--- src/rtl/core_sequencer.sv ---
// core_sequencer: multi-cycle control FSM for the RV32I core.
// Sequences fetch/decode/execute/memory/writeback, owns the PC, raises sticky traps.
module core_sequencer #(
    parameter logic [31:0] RESET_PC    = 32'h0000_0000,
    parameter int unsigned MEM_TIMEOUT = 255
) (
    input  logic        clk,
    input  logic        rst_n,
    output logic [2:0]  state,
    output logic [31:0] pc,
    output logic        imem_req,
    input  logic        imem_ready,
    input  logic [31:0] imem_rdata,
    output logic [31:0] instr,
    input  logic        is_illegal,
    input  logic        is_load,
    input  logic        is_store,
    input  logic        wb_enable,
    output logic        dmem_req,
    output logic        dmem_we,
    input  logic        dmem_ready,
    input  logic        taken_branch,
    input  logic [31:0] branch_target,
    output logic        reg_we,
    output logic        retire,
    output logic        trap,
    output logic [1:0]  trap_cause
);

    typedef enum logic [2:0] {
        S_FETCH     = 3'd0,
        S_DECODE    = 3'd1,
        S_EXECUTE   = 3'd2,
        S_MEMORY    = 3'd3,
        S_WRITEBACK = 3'd4,
        S_TRAP      = 3'd5
    } state_e;

    localparam logic [1:0] CAUSE_ILLEGAL = 2'd1;
    localparam logic [1:0] CAUSE_MISALGN = 2'd2;
    localparam logic [1:0] CAUSE_TIMEOUT = 2'd3;
    localparam logic [7:0] CNT_LAST      = 8'(MEM_TIMEOUT - 1);

    state_e      state_q;
    logic [31:0] pc_q;
    logic [31:0] instr_q;
    logic        trap_q;
    logic [1:0]  cause_q;
    logic [7:0]  cnt_q;
    logic        misaligned;
    logic        in_wb;

    // A taken branch to a non-word-aligned target aborts the writeback.
    assign misaligned = taken_branch && (branch_target[1:0] != 2'b00);
    assign in_wb      = (state_q == S_WRITEBACK);

    assign state      = state_q;
    assign pc         = pc_q;
    assign instr      = instr_q;
    assign trap       = trap_q;
    assign trap_cause = cause_q;
    assign imem_req   = (state_q == S_FETCH);
    assign dmem_req   = (state_q == S_MEMORY);
    assign dmem_we    = (state_q == S_MEMORY) && is_store;
    assign retire     = in_wb && !misaligned;
    assign reg_we     = in_wb && !misaligned && wb_enable;

    // Main sequencer: state, PC, latched instruction, wait counter and trap record.
    always_ff @(posedge clk or negedge rst_n) begin
        if (!rst_n) begin
            state_q <= S_FETCH;
            pc_q    <= RESET_PC;
            instr_q <= 32'd0;
            trap_q  <= 1'b0;
            cause_q <= 2'd0;
            cnt_q   <= 8'd0;
        end else begin
            case (state_q)
                S_FETCH: begin
                    if (imem_ready) begin
                        instr_q <= imem_rdata;
                        state_q <= S_DECODE;
                        cnt_q   <= 8'd0;
                    end else if (cnt_q == CNT_LAST) begin
                        state_q <= S_TRAP;
                        trap_q  <= 1'b1;
                        cause_q <= CAUSE_TIMEOUT;
                        cnt_q   <= 8'd0;
                    end else begin
                        cnt_q <= cnt_q + 8'd1;
                    end
                end
                S_DECODE: begin
                    if (is_illegal) begin
                        state_q <= S_TRAP;
                        trap_q  <= 1'b1;
                        cause_q <= CAUSE_ILLEGAL;
                    end else begin
                        state_q <= S_EXECUTE;
                    end
                end
                S_EXECUTE: begin
                    if (is_load || is_store) begin
                        state_q <= S_MEMORY;
                    end else begin
                        state_q <= S_WRITEBACK;
                    end
                end
                S_MEMORY: begin
                    if (dmem_ready) begin
                        state_q <= S_WRITEBACK;
                        cnt_q   <= 8'd0;
                    end else if (cnt_q == CNT_LAST) begin
                        state_q <= S_TRAP;
                        trap_q  <= 1'b1;
                        cause_q <= CAUSE_TIMEOUT;
                        cnt_q   <= 8'd0;
                    end else begin
                        cnt_q <= cnt_q + 8'd1;
                    end
                end
                S_WRITEBACK: begin
                    if (misaligned) begin
                        state_q <= S_TRAP;
                        trap_q  <= 1'b1;
                        cause_q <= CAUSE_MISALGN;
                    end else begin
                        pc_q    <= taken_branch ? branch_target : pc_q + 32'd4;
                        state_q <= S_FETCH;
                    end
                end
                S_TRAP: begin
                    trap_q <= 1'b1;
                end
                default: begin
                    state_q <= S_TRAP;
                    trap_q  <= 1'b1;
                    cause_q <= 2'd0;
                    cnt_q   <= 8'd0;
                end
            endcase
        end
    end

endmodule

--- config.mk ---
export PLATFORM = sky130hd
export DESIGN_NAME = core_sequencer
export DESIGN_NICKNAME = d
export VERILOG_FILES = /design/src/rtl/core_sequencer.sv
export SDC_FILE = /design/constraint.sdc
export NUM_CORES = 1
export LEC_CHECK = 0
export CAP_MARGIN = 25
export CORE_MARGIN = 1.5
export CORE_UTILIZATION = 47
export CTS_BUF_LIST = sky130_fd_sc_hd__clkbuf_8
export DETAILED_ROUTE_END_ITERATION = 16
export GPL_TIMING_DRIVEN = 1
export PLACE_DENSITY = 0.93
export SYNTH_ARGS = -nofsm -noshare
export SYNTH_HDL_FRONTEND = slang
export SYNTH_SLANG_ARGS = --single-unit
--- constraint.sdc ---
create_clock -name clk -period 2.8 [get_ports clk]
set_input_delay 0.84 -clock clk [delete_from_list [all_inputs] [get_ports clk]]
set_output_delay 0.84 -clock clk [all_outputs]
set_load 0.1 [all_outputs]
==> results.json, run 1 <==
{
  "run_status": "complete, no violations",
  "drc_errors": 0,
  "num_vias": 3843,
  "average_cell_area_after_synthesis_um2": 10.0,
  "core_um2": 8340,
  "post_synth_edffs": 0,
  "layout.nets": 628,
  "cts-buffers-inserted": 9,
  "hold_start": "trap",
  "report.final.hold_viol_count": 0,
  "hold_removal_path_class": "flop to flop",
  "synth_seq_cells": 78,
  "start_util_pct": 49.3,
  "crit_path_start": "branch_target[1]",
  "finalWorstPathRequiredPeriod_ps": 2630,
  "area.growth.synth_to_final_pct": 39.9,
  "synth_top_cell_by_area": "dfrtp_1",
  "detailed_place.area_um2": 5550,
  "synth_top_flop_cell": "dfrtp_1",
  "cts_hold_buffers": 0,
  "tns_ps": 0,
  "rsz0062_at_grt": "false",
  "design.die.area_um2": 9320,
  "postRouteAntennaNets": 0,
  "setup-violations-final": 0,
  "yosysWarningCount": 0,
  "seq_area_frac_synth_pct": 47.5,
  "via_per_inst": 5.81,
  "grt_antenna_before_repair": 0,
  "place_inst": 644,
  "final_design_area_no_fill_um2": 5750,
  "finalWeightedCongestion": 0.838,
  "drt-initial-drc-count": 201,
  "antenna_diodes": 0,
  "synthDistinctLibCells": 55,
  "synth_top_area_share_pct": 47.5,
  "syn-num-nets": 486,
  "grt_util_all_layers_pct": 23.7,
  "netlist_instances": 410,
  "endpoint_kind": "primary output",
  "slew_violations": 0,
  "largest_net_degree_at_the_start_of_global_routing": 63,
  "port-buffer-count": 147,
  "tritoncts_num_sinks": 78,
  "clk_root_buffer_cell": "clkbuf_8",
  "timing.rr.start": "state[0]",
  "relSlewSlack_pct": 47.6,
  "post-dp-hpwl_mm": 7.90,
  "finalCritPeriodShare_pct": 93.9,
  "first_global_vias": 3738,
  "async_flop_share_pct": 100,
  "startpoint_type": "input port",
  "finClkSkew_ps": 12.5,
  "wire_length_of_the_first_global_routing_pass_mm": 17.2,
  "fmax_mhz": 380,
  "post_route_cells_drive_above_1_share_pct": 28.5,
  "arrival_ps": 1790,
  "die_h_um": 96.5,
  "floorplan.die.width_um": 96.5,
  "dr.pass1.iters": 5,
  "holdWs_ps": 479,
  "gr-total-overflow": 0,
  "critical_path_peak_fanout": 3,
  "mappedNetlistArea_um2": 4110,
  "clk_pin_slew_ps": 80,
  "clock_tree_from_tritoncts": "yes",
  "std_cell_rows": 33,
  "required_time_of_the_critical_path_ps": 1960,
  "post_route_insts_no_fill": 662,
  "tightestPinTransition_ps": 787,
  "ioPinCount": 148,
  "detail_route.wirelength_mm": 11.0,
  "filler_cell_count": 651,
  "max_cap_violations": 0,
  "category_of_the_most_critical_setup_path": "input port to primary output",
  "clock_latency_reported_for_the_late_side_of_the_worst_skew_pair_ps": 350,
  "ys_top_cells_by_area": "dfrtp_1 (47%), mux2_2 (8.5%), nor2_1 (2.8%)",
  "cts.htree.levels": 3,
  "cts_buffer_depth": 2,
  "post_drt_wl_per_cell_um": 16.6
}
stage by stage:
step                util, %  setup WS (ps)
finish                 68.9            170
global placement       66.6          -19.9
global route           68.9            125
detailed placement     66.6          -18.6
floorplan                 -          -28.3
CTS                    68.8           6.73
cell families after synthesis:
kind of cell               Yosys count  synth area share (%)
adders and majority gates            3                 0.913
muxes                               42                  11.2
AOI/OAI and AO/OA                   88                  13.9
and+or+nand+nor                    159                  21.5
buffers and inverters               36                  4.20
xor gates and xnor gates             4                 0.852
DFF                                 78                  47.5
synth_stat cells, types with 4 or more instances:
library cell / count
or3_1: 4
nand4_1: 13
mux2_2: 31
dfrtp_1: 78
nor3_1: 16
mux2i_1: 10
inv_1: 8
a21o_1: 7
nand3_1: 21
and4_1: 4
nor2_1: 31
and2_1: 6
clkbuf_1: 12
nand2_1: 24
a22oi_1: 4
a21oi_1: 21
o21ai_0: 14
o22ai_1: 17
buf_2: 12
nor2b_1: 4
and3_1: 15
placed cells by master, fill, tap and decap left out, drive strengths merged, types with 4 or more instances in the layout:
master,Yosys,layout
or2,4,4
a21o,7,7
clkbuf,12,9
and4,4,4
dfrtp,78,78
nand4,15,15
buf,16,88
o21ai,14,14
a21oi,22,22
a22oi,4,4
clkdlybuf4s50,0,68
mux2i,10,10
o22ai,17,17
and2,8,8
mux2,32,32
inv,8,11
nor2b,4,4
nor2,31,31
nor3,18,18
or3,4,4
nand3,21,21
nand2,25,25
and3,15,15
flip-flops by register name, summed over array words and instances, names as in the netlist:
register,flops
trap,1
instr,32
state,3
pc,32
trap_cause,2
cnt_q,8
final timing paths:
check | endpoint | slack, ps | cells after the start
setup / recovery | reg_we | 170 | 6
hold / removal | trap | 480 | 1
setup reg to reg | pc[26] | 660 | 7
hold reg to reg | trap | 480 | 1
max in group asynchronous | pc[17] | 1590 | 2
min in group asynchronous | instr[23] | 570 | 1
layer usage:
layer | vias to the layer above | GRT usage [%] | wire [µm]
li1 | 1791 | - | -
met1 | 1863 | 29.3 | 4280
met2 | 166 | 40.4 | 5620
met3 | 23 | 4.77 | 820
met4 | 0 | 9.90 | 255
met5 | - | 0 | 0
what timing repair did:
item,CTS,global route
setup buffers,1,1
endpoints found under the setup margin,1,2
gates resized for setup,1,2
pin swaps,1,1
hold endpoints to repair,0,0
final cells by class:
type	instances	area, µm²	share of cell area [%]
Clock buffer	9	124	2.15
Clock inverter	7	55.1	0.957
Inverter	8	30.0	0.522
Multi-Input combinational cell	296	2010	35.0
Sequential cell	78	1960	34.1
Tap cell	105	131	2.28
Timing Repair Buffer	159	1440	25.0
critical path, stage by stage:
cell	delay [ps]
dlygate4sd2_1	240
o21ai_2	160
nand3_2	140
inv_2	100
and2_4	150
buf_12	160
Power of run 1 is left out: the tool's default activity adds up to more than one toggle a clock period on the data nets, which glitch-free logic cannot reach.
==> run 2: changes to the inputs <==
--- a/config.mk
+++ b/config.mk
@@ -6,6 +6,7 @@
 export NUM_CORES = 1
 export LEC_CHECK = 0
 export CAP_MARGIN = 25
+export CORE_ASPECT_RATIO = 0.9
 export CORE_MARGIN = 1.5
 export CORE_UTILIZATION = 47
 export CTS_BUF_LIST = sky130_fd_sc_hd__clkbuf_8
==> results.json, run 2 (synthesized netlist as in run 1, its figures left out) <==
{
  "endpoint_kind": "primary output",
  "crit_path_top_delay_cell": "clkdlybuf4s50_1",
  "layout.nets": 626,
  "timing.critical_path.slowest_cell_delay_ps": 440,
  "clock_latency_reported_for_the_late_side_of_the_worst_skew_pair_ps": 350,
  "drt-initial-drc-count": 200,
  "hold_removal_path_class": "flop to flop",
  "worst-path-buf-inv": 3,
  "core_um2": 8530,
  "post_route_cells_drive_above_1_share_pct": 28.3,
  "post-dp-hpwl_mm": 8.16,
  "start_util_pct": 48.2,
  "tritoncts_num_sinks": 78,
  "place_inst": 658,
  "holdWs_ps": 471,
  "cts_buffer_depth": 2,
  "setup-violations-final": 0,
  "grt_util_all_layers_pct": 24.7,
  "cp_cell_sequence": "clkdlybuf4s50_1 -> o21ai_2 -> nand3_2 -> inv_2 -> and2_4 -> buf_12",
  "relSlewSlack_pct": 61.1,
  "mostFrequentLayoutCells": "buf_4 (79), dfrtp_1 (75), clkdlybuf4s50_1 (69)",
  "std_cell_rows": 32,
  "critical_path_peak_fanout": 3,
  "required_time_of_the_critical_path_ps": 1960,
  "fmax_mhz": 368,
  "clk_pin_slew_ps": 90,
  "run_status": "complete, no violations",
  "report.final.hold_viol_count": 0,
  "wire_length_of_the_first_global_routing_pass_mm": 18.1,
  "clk_root_buffer_cell": "clkbuf_8",
  "tightestPinTransition_ps": 579,
  "detail_route.wirelength_mm": 11.2,
  "finalWeightedCongestion": 0.888,
  "post_drt_wl_per_cell_um": 16.7,
  "finalCritPeriodShare_pct": 97.1,
  "via_per_inst": 5.68,
  "num_vias": 3831,
  "area.growth.synth_to_final_pct": 40.6,
  "slew_violations": 0,
  "clock_tree_from_tritoncts": "yes",
  "postRouteAntennaNets": 0,
  "grt_antenna_before_repair": 0,
  "largest_net_degree_at_the_start_of_global_routing": 43,
  "category_of_the_most_critical_setup_path": "input port to primary output",
  "ioPinCount": 148,
  "drc_errors": 0,
  "cts-buffers-inserted": 9,
  "cts.htree.levels": 3,
  "first_global_vias": 3665,
  "floorplan.die.width_um": 102,
  "dr.pass1.iters": 4,
  "design.die.area_um2": 9320,
  "finClkSkew_ps": 14.4,
  "antenna_diodes": 0,
  "finalWorstPathRequiredPeriod_ps": 2720,
  "post_route_insts_no_fill": 674,
  "arrival_ps": 1880,
  "rsz0062_at_grt": "false",
  "timing.critical_path.max_delay_family": "buffers and inverters",
  "cts_hold_buffers": 0,
  "port-buffer-count": 147,
  "die_h_um": 91.7,
  "max_cap_violations": 0,
  "startpoint_type": "input port",
  "utilization_after_layout_pct": 67.8,
  "layout_commonest_cell": "buf_4",
  "gr-total-overflow": 0
}
run 2: cell types whose count changed in the layout (fill, tap and decap cells not counted):
cell	before	now
inv_6	3	2
clkinv_2	1	0
dlygate4sd2_1	1	0
buf_12	5	7
clkdlybuf4s50_1	68	69
buf_4	83	79
clkinvlp_4	2	3
clkinv_4	1	2
run 2: metal layers:
metal	track usage, %	up-vias	share of wire [%]
li1	-	1792	-
met1	33.3	1849	43
met2	38.7	162	49
met3	3.96	28	6.0
met4	11.6	0	2.8
met5	0	-	0
run 2: final timing paths:
path	to	cells past startpoint	slack [ps]	startpoint
max	reg_we	6	80	taken_branch
min	trap	1	470	trap
max reg2reg	pc[4]	7	660	state[1]
min reg2reg	trap	1	470	trap
max in group asynchronous	instr[20]	2	1710	rst_n
min in group asynchronous	pc[12]	1	480	rst_n
run 2: layout make-up:
class / instances / area (µm²)
well taps: 119 / 149
clock buffers: 9 / 124
clock inverters: 7 / 57.6
fillers: 650 / 2750
repair buffers: 157 / 1450
flip-flops and latches: 78 / 1960
inverters: 8 / 30.0
multi-input cells: 296 / 2010
run 2: repair_timing:
action                                  4_1_cts  5_1_grt
buffers inserted                              0        0
resized for setup                             0        2
endpoints found under the setup margin        0        2
run 2: stage by stage:
step                      instance area, µm²  setup TNS [ps]  setup slack [ps]
after CTS                               5780               0              19.2
after floorplan                         4180           -28.3             -28.3
after global placement                  5600               0              55.4
final                                   5780               0              82.0
after detailed placement                5600               0              22.8
after global routing                    5780               0              1.66
Power of run 2 is left out for the same reason.
